==> src/rtl/sseg_scan_driver.sv <==
// Tick-driven multiplexed seven-segment driver: scans NUM_DIGITS digits from a
// frame-coherent snapshot of mode/BCD/dp, with blanking, overflow and test modes.
module sseg_scan_driver #(
    parameter int NUM_DIGITS = 4,
    parameter bit ACTIVE_LOW = 1'b1
) (
    input  logic                    clk,
    input  logic                    rst,
    input  logic                    tic_ms,
    input  logic [1:0]              mode,
    input  logic [4*NUM_DIGITS-1:0] bcd,
    input  logic [NUM_DIGITS-1:0]   dp,
    input  logic                    blank_lz,
    output logic [7:0]              sseg,
    output logic [NUM_DIGITS-1:0]   an,
    output logic                    frame_done
);

    localparam int IW = (NUM_DIGITS > 1) ? $clog2(NUM_DIGITS) : 1;
    localparam logic [IW-1:0] LAST_IDX = IW'(NUM_DIGITS - 1);
    localparam logic [7:0] SEG_OFF = ACTIVE_LOW ? 8'hFF : 8'h00;
    localparam logic [NUM_DIGITS-1:0] AN_OFF = {NUM_DIGITS{ACTIVE_LOW}};

    typedef enum logic [1:0] {
        MODE_IDLE   = 2'b00,
        MODE_NUMBER = 2'b01,
        MODE_TEST   = 2'b10,
        MODE_OFF    = 2'b11
    } mode_e;

    logic [IW-1:0]           idx_q, idx_d;
    mode_e                   mode_q, mode_d;
    logic [4*NUM_DIGITS-1:0] bcd_q, bcd_d;
    logic [NUM_DIGITS-1:0]   dp_q, dp_d;
    logic                    blz_q, blz_d;
    logic                    tic_q;
    logic [7:0]              sseg_q;
    logic [NUM_DIGITS-1:0]   an_q;
    logic                    fd_q;

    function automatic logic [7:0] glyph(input logic [3:0] v);
        case (v)
            4'd0:    glyph = 8'hC0;
            4'd1:    glyph = 8'hF9;
            4'd2:    glyph = 8'hA4;
            4'd3:    glyph = 8'hB0;
            4'd4:    glyph = 8'h99;
            4'd5:    glyph = 8'h92;
            4'd6:    glyph = 8'h82;
            4'd7:    glyph = 8'hF8;
            4'd8:    glyph = 8'h80;
            4'd9:    glyph = 8'h98;
            default: glyph = 8'hBF;
        endcase
    endfunction

    // Snapshot registers load only on the wrapping tick, so a frame never mixes inputs.
    always_comb begin
        idx_d  = idx_q;
        mode_d = mode_q;
        bcd_d  = bcd_q;
        dp_d   = dp_q;
        blz_d  = blz_q;
        if (tic_ms) begin
            if (idx_q == LAST_IDX) begin
                idx_d  = '0;
                mode_d = mode_e'(mode);
                bcd_d  = bcd;
                dp_d   = dp;
                blz_d  = blank_lz;
            end else begin
                idx_d = idx_q + 1'b1;
            end
        end
    end

    logic [3:0]            cur_nib;
    logic                  cur_dp;
    logic                  upper_nz;
    logic [NUM_DIGITS-1:0] one_hot;
    logic [7:0]            seg_lo;
    logic [NUM_DIGITS-1:0] an_hi;

    always_comb begin
        cur_nib  = 4'h0;
        cur_dp   = 1'b0;
        upper_nz = 1'b0;
        one_hot  = '0;
        for (int j = 0; j < NUM_DIGITS; j++) begin
            if (IW'(j) == idx_q) begin
                cur_nib    = bcd_q[4*j +: 4];
                cur_dp     = dp_q[j];
                one_hot[j] = 1'b1;
            end
            if (IW'(j) >= idx_q && bcd_q[4*j +: 4] != 4'h0) upper_nz = 1'b1;
        end
    end

    // Display decode is done in active-low terms; polarity is applied at the register.
    always_comb begin
        seg_lo = 8'hFF;
        an_hi  = '0;
        case (mode_q)
            MODE_IDLE: begin
                if (idx_q == '0) begin
                    an_hi  = one_hot;
                    seg_lo = 8'hCF;
                end else if (idx_q == IW'(1)) begin
                    an_hi  = one_hot;
                    seg_lo = 8'h89;
                end
            end
            MODE_NUMBER: begin
                an_hi = one_hot;
                if (&bcd_q) begin
                    seg_lo = 8'h98;
                end else if (cur_nib > 4'd9) begin
                    seg_lo = 8'hBF;
                end else if (blz_q && idx_q != '0 && !upper_nz) begin
                    an_hi  = '0;
                    seg_lo = 8'hFF;
                end else begin
                    seg_lo = glyph(cur_nib);
                end
                if (an_hi != '0 && cur_dp) seg_lo[7] = 1'b0;
            end
            MODE_TEST: begin
                an_hi  = one_hot;
                seg_lo = 8'h00;
            end
            default: begin
                an_hi  = '0;
                seg_lo = 8'hFF;
            end
        endcase
    end

    always_ff @(posedge clk or posedge rst) begin
        if (rst) begin
            idx_q  <= LAST_IDX;
            mode_q <= MODE_OFF;
            bcd_q  <= '0;
            dp_q   <= '0;
            blz_q  <= 1'b0;
            tic_q  <= 1'b0;
            sseg_q <= SEG_OFF;
            an_q   <= AN_OFF;
            fd_q   <= 1'b0;
        end else begin
            idx_q  <= idx_d;
            mode_q <= mode_d;
            bcd_q  <= bcd_d;
            dp_q   <= dp_d;
            blz_q  <= blz_d;
            tic_q  <= tic_ms;
            sseg_q <= ACTIVE_LOW ? seg_lo : ~seg_lo;
            an_q   <= ACTIVE_LOW ? ~an_hi : an_hi;
            fd_q   <= tic_q && (idx_q == '0);
        end
    end

    assign sseg       = sseg_q;
    assign an         = an_q;
    assign frame_done = fd_q;

endmodule

==> config.mk <==
export PLATFORM = sky130hd
export DESIGN_NAME = sseg_scan_driver
export DESIGN_NICKNAME = d
export VERILOG_FILES = /design/src/rtl/sseg_scan_driver.sv
export SDC_FILE = /design/constraint.sdc
export NUM_CORES = 1
export LEC_CHECK = 0
export BUFFER_PORTS_ARGS = -buffer_cell sky130_fd_sc_hd__buf_2
export CORE_ASPECT_RATIO = 1.1
export CORE_MARGIN = 10
export CORE_UTILIZATION = 55
export DETAILED_ROUTE_END_ITERATION = 12
export PLACE_DENSITY = 0.77
export SLEW_MARGIN = 20
export SYNTH_ARGS = -nofsm -noshare
export SYNTH_HDL_FRONTEND = slang
export SYNTH_SLANG_ARGS = --single-unit
export TNS_END_PERCENT = 20
==> constraint.sdc <==
create_clock -name clk -period 4.4 [get_ports clk]
set_input_delay 0.22 -clock clk [delete_from_list [all_inputs] [get_ports clk]]
set_output_delay 0.22 -clock clk [all_outputs]
set_load 0.1 [all_outputs]
==> results.py, run 1 <==
metrics = {
    "timing": {
        "rsz0062_at_grt": "no",
        "fmax_ghz": 0.346,
        "max_slew_margin_pct": 31.8,
        "setup_viol": 0,
        "slew_viol_final": 0,
        "setup_tns_ns": 0,
        "hold_violations": 0,
        "period_share_pct": 65.7,
        "timing.final.ws_setup_ns": 1.51,
        "fin_skew_ns": 0.00952,
        "tightest_slew_ns": 1.02,
        "min_period_ns": 2.89,
    },
    "synth": {
        "ys_seq_elements": 39,
        "syn_inst": 178,
        "muxShareOfSynthArea_pct": 13.7,
        "avgSynthCellArea_um2": 11.4,
        "synth_area_leaders": "dfrtp_1 28%, dfstp_2 21%, mux2_2 13%, ha_1 6.1%, a211oi_1 2.2%",
        "ys.flop_type": "dfrtp_1",
        "synth-compound-area-share_pct": 13.0,
        "synth_top_family_by_area": "simple AND/OR/NAND/NOR gates",
        "synth_xor_area_share_pct": 0,
        "synth_top_area_share_pct": 28.3,
        "ys_types": 38,
        "yosysWarnings": 0,
        "synth_top_cell_by_area": "dfrtp_1",
        "seq_area_frac_synth_pct": 48.9,
        "synth-adder-area-share_pct": 6.15,
        "synth-simple-area-share_pct": 14.3,
        "synth-async-reset-ratio_pct": 100,
        "synth_fp_nets": 214,
        "synth_edf_count": 0,
        "synthTopCellsByCount": "23 x dfrtp_1, 23 x mux2_2, 16 x dfstp_2, 10 x ha_1, 9 x inv_1",
        "synth_area_mm2": 0.00204,
    },
    "clock_network": {
        "clock_path_buffers": 2,
        "ctsHoldBuffers": 0,
        "cts_tree": "built",
        "clkSinkCount": 39,
        "cts_made_buffers": 5,
        "cts_resized": 0,
        "ctsHtreeMaxLevel": 2,
        "cts.clk_slew.worst_paths_ns": 0.08,
        "root_buffer": "clkbuf_8",
        "clock_latency_ns": 0.29,
        "post_cts_buffers": 0,
    },
    "drt": {
        "ant_nets": 0,
        "drtIter0Drc": 182,
        "wl_mm": 4.47,
        "route.detailed.drc": 0,
        "avgRoutedWirePerCell_um": 16.8,
        "dr_total_vias": 1551,
        "first_pass_iters": 4,
        "vias_per_cell": 5.83,
    },
    "final_layout": {
        "fill_cells": 285,
        "finalNetCount": 251,
        "areaGrowthSynthToFinish_pct": 14.6,
        "antenna_cells": 0,
        "drive_gt1_share_pct": 42.6,
        "layoutNonFillerInstCount": 266,
        "final_util_pct": 64.9,
    },
    "setup_path": {
        "worst_ep_arrival_time_ns": 3.09,
        "critPathLaunchType": "register",
        "r2r_setup_slack_ns": 1.51,
        "cp_max_fo": 17,
        "crit_type": "register to register",
        "cp.required_ns": 4.60,
        "cp-end-kind": "register",
    },
    "placement": {
        "pre_cts_slack_ns": 1.57,
        "dp_hpwl_mm": 3.47,
        "io_buffers": 38,
        "dp_cells": 258,
        "place_congestion": 0.865,
    },
    "global_route": {
        "grt_pass1_wl_mm": 7.69,
        "overflow": 0,
        "antenna_found_initial": 0,
        "grt_max_degree": 40,
        "track_usage_pct": 14.2,
        "grt_pass1_vias": 1663,
    },
    "floorplan": {
        "core_mm2": 0.00360,
        "die_w_um": 78.0,
        "initial_core_util_pct": 56.6,
        "die_area_mm2": 0.00654,
        "die_y_um": 83.8,
        "io_pins": 39,
        "rows": 23,
    },
    "hold_path": {
        "hold_path.class": "input pin to asynchronous set/reset pin",
    },
    "job": {
        "maxCapViolations": 0,
    },
    "run_status": {
        "status": "finished clean",
    },
}
## registers in the layout, indices dropped and copies added, names as in the netlist
signal / flops
sseg: 8
mode_q: 2
dp_q: 4
tic_q: 1
frame_done: 1
blz_q: 1
idx_q: 2
bcd_q: 16
an: 4
## worst max-delay path, cell delays in order, from the launching register on
cell and delay (ns):
dfstp_2 0.59, ha_1 0.53, a211oi_1 0.09, a221o_1 0.46, ha_1 0.27, or2_2 0.34
a21o_1 0.23, a21oi_2 0.20, o21ai_1 0.10
## layout by cell type, fill, tap and decap left out, drive strengths merged, types with 2 or more instances in the layout
master,count
mux2i,2
inv,9
nor2,7
nand2,8
a21oi,9
ha,10
o21ai,10
nor4,4
and2,2
nand3,3
a211oi,6
nand2b,2
a221o,3
mux2,23
o221ai,2
dfrtp,23
nor3,3
buf,39
nor2b,3
clkbuf,6
a21o,2
nand4,5
nand3b,5
dfstp,16
nor3b,4
## metrics by stage
stage,hold slack [ns],cell area (um^2)
4_1_cts,0.0427,2330
5_1_grt,0.0724,2330
2_1_floorplan,0.251,2040
3_3_place_gp,0.336,2250
3_5_place_dp,0.356,2250
6_report,0.0256,2330
## final timing paths
kind | start | endpoint | cells after the start
setup / recovery | idx_q[0] | an[3] | 8
setup reg to reg | idx_q[0] | an[3] | 8
max in group asynchronous | rst | idx_q[1] | 3
min in group clk | tic_ms | tic_q | 1
hold reg to reg | tic_q | frame_done | 1
hold / removal | rst | dp_q[3] | 3
## logic make-up (layout without fill, tap and decap cells)
family / count (synthesis) / count (layout)
compound gates: 38 / 38
mux: 25 / 25
simple gates: 48 / 48
buf+inv: 18 / 56
fa+ha+maj: 10 / 10
flops: 39 / 39
## layout make-up
cell class	count	area [um^2]	share of cell area, %
clock buffers	6	72.6	3.11
clock inverters	2	12.5	0.536
inverters	9	33.8	1.45
multi-input cells	121	958	41.1
flip-flops and latches	39	996	42.7
well taps	50	62.6	2.68
repair buffers	39	198	8.47
## layer usage
layer	track usage, %	up-vias	part of all wire (%)	wire length (um)
li1	-	726	-	-
met1	15.3	739	40	1770
met2	24.2	70	50	2240
met3	5.60	16	7.3	325
met4	5.71	0	2.8	127
met5	0	-	0	0
Power of run 1 is left out: the tool's default activity adds up to more than one toggle a clock period on the data nets, which glitch-free logic cannot reach.
==> run 2, diff against run 1 <==
Settings changed: ABC_AREA set to 1, CORE_UTILIZATION 55 to 50, PLACE_DENSITY 0.77 to 0.73.
Clock period 4.4 ns to 2.64 ns, I/O delays scaled along.
==> results.py, run 2 <==
metrics = {
    "run_status": {
        "status": "finished clean",
    },
    "synth": {
        "ys.flop_type": "dfrtp_1",
        "synth-async-reset-ratio_pct": 100,
        "avgSynthCellArea_um2": 8.84,
        "ys_types": 35,
        "synth_fp_nets": 283,
        "syn_inst": 247,
        "synth_edf_count": 0,
        "synthTopCellsByCount": "46 x nand2_1, 26 x nor2_1, 23 x dfrtp_1, 22 x a21oi_1, 19 x nand3_1",
        "synth_area_leaders": "dfrtp_1 26%, dfstp_2 19%, nand2_1 7.9%, ha_1 5.7%, a21oi_1 5.0%",
        "seq_area_frac_synth_pct": 45.6,
        "yosysMostFrequentCell": "nand2_1",
        "yosysWarnings": 0,
        "synth_area_mm2": 0.00218,
        "ys_seq_elements": 39,
        "synth_top_area_share_pct": 26.3,
        "synth_top_cell_by_area": "dfrtp_1",
    },
    "placement": {
        "dp_cells": 337,
        "pre_cts_slack_ns": 0.309,
        "dp_hpwl_mm": 3.72,
        "place_congestion": 0.918,
        "io_buffers": 38,
    },
    "clock_network": {
        "clock_path_buffers": 2,
        "clock_latency_ns": 0.29,
        "root_buffer": "clkbuf_8",
        "cts_resized": 0,
        "ctsHtreeMaxLevel": 2,
        "cts.clk_slew.worst_paths_ns": 0.08,
        "cts_tree": "built",
        "cts_made_buffers": 5,
        "post_cts_buffers": 0,
        "clkSinkCount": 39,
    },
    "drt": {
        "avgRoutedWirePerCell_um": 13.4,
        "first_pass_iters": 4,
        "vias_per_cell": 5.04,
        "dr_total_vias": 1744,
        "drtIter0Drc": 136,
        "ant_nets": 0,
        "route.detailed.drc": 0,
        "wl_mm": 4.64,
    },
    "final_layout": {
        "areaGrowthSynthToFinish_pct": 15.8,
        "largest-register": "bcd_q",
        "layoutNonFillerInstCount": 346,
        "drive_gt1_share_pct": 34.9,
        "final_common_cell": "nand2_1",
        "finalNetCount": 327,
        "antenna_cells": 0,
        "final_cell_mix": "46 x nand2_1, 38 x buf_2, 26 x nor2_1",
        "final_util_pct": 59.5,
        "largest_reg_flops": 16,
    },
    "timing": {
        "tightest_slew_ns": 0.555,
        "setup_viol": 0,
        "max_slew_margin_pct": 63.0,
        "hold_violations": 0,
        "min_period_ns": 2.35,
        "timing.final.ws_setup_ns": 0.291,
        "period_share_pct": 89.0,
        "fin_skew_ns": 0.00688,
        "setup_tns_ns": 0,
        "fmax_ghz": 0.426,
        "slew_viol_final": 0,
        "rsz0062_at_grt": "no",
    },
    "floorplan": {
        "io_pins": 39,
        "die_y_um": 89.3,
        "rows": 25,
        "die_w_um": 83.0,
        "die_area_mm2": 0.00742,
        "initial_core_util_pct": 51.4,
        "core_mm2": 0.00425,
    },
    "hold_path": {
        "hold_path.class": "input pin to register",
    },
    "global_route": {
        "grt_pass1_vias": 1793,
        "grt_pass1_wl_mm": 7.99,
        "antenna_found_initial": 0,
        "overflow": 0,
        "track_usage_pct": 12.9,
        "grt_max_degree": 28,
    },
    "setup_path": {
        "critPathLaunchType": "register",
        "crit_type": "register to register",
        "worst_ep_arrival_time_ns": 2.59,
        "cp.required_ns": 2.88,
        "cp-end-kind": "register",
        "cp_max_fo": 9,
    },
    "job": {
        "maxCapViolations": 0,
    },
}
[run 2: worst paths after layout]
kind / slack (ns) / cells past startpoint / endpoint / start
max: 0.29 / 13 / sseg[1] / idx_q[1]
min: 0.03 / 1 / tic_q / tic_ms
max reg2reg: 0.29 / 13 / sseg[1] / idx_q[1]
min reg2reg: 0.44 / 2 / frame_done / tic_q
max in group asynchronous: 1.58 / 4 / an[1] / rst
min in group asynchronous: 0.43 / 3 / dp_q[1] / rst
[run 2: worst max-delay path: stages, from the launching register on]
cell and delay (ns):
dfstp_2 0.59, inv_1 0.09, ha_1 0.33, nor2_4 0.20
nor2_4 0.04, nand2_1 0.07, nand2_1 0.05, nand2_1 0.14
inv_1 0.08, ha_1 0.30, or2_0 0.22, nand3_1 0.08
nand2_1 0.05, nand2_1 0.06
[run 2: per-layer routing]
metal	vias to the layer above	part of all wire, %	track usage, %
met5	-	0	0
met4	0	0.97	3.72
met3	5	5.6	4.38
met2	41	50	23.3
met1	812	43	14.2
li1	886	-	-
[run 2: kinds of logic (layout without fill, tap and decap cells)]
logic type | count (synthesis) | in the layout | share of synthesized area [%]
buffers and inverters | 34 | 79 | 6.64
AND/OR/NAND/NOR | 120 | 120 | 27.9
AO/OA/AOI/OAI | 34 | 34 | 8.94
flip-flops | 39 | 39 | 45.6
adder cells (fa/ha/maj) | 10 | 10 | 5.73
multiplexers | 10 | 10 | 5.15
[run 2: cell type report]
type / instances / area, um^2
Timing Repair Buffer: 43 / 230
Inverter: 28 / 108
Fill cell: 416 / 1720
Sequential cell: 39 / 996
Clock buffer: 6 / 72.6
Clock inverter: 2 / 12.5
Tap cell: 54 / 67.6
Multi-Input combinational cell: 174 / 1040
[run 2: repair_timing]
action | 4_1_cts | 5_1_grt
hold buffers | 0 | 1
hold endpoints to repair | 0 | 23
endpoints found under the setup margin | 0 | 0
[run 2: per-stage QoR]
stage	cell area, um^2	hold WS [ns]
finish	2530	0.0259
global route	2530	0.00538
CTS	2520	0.0104
detailed placement	2430	0.329
global placement	2430	0.329
floorplan	2180	0.163
Power of run 2 is left out for the same reason.
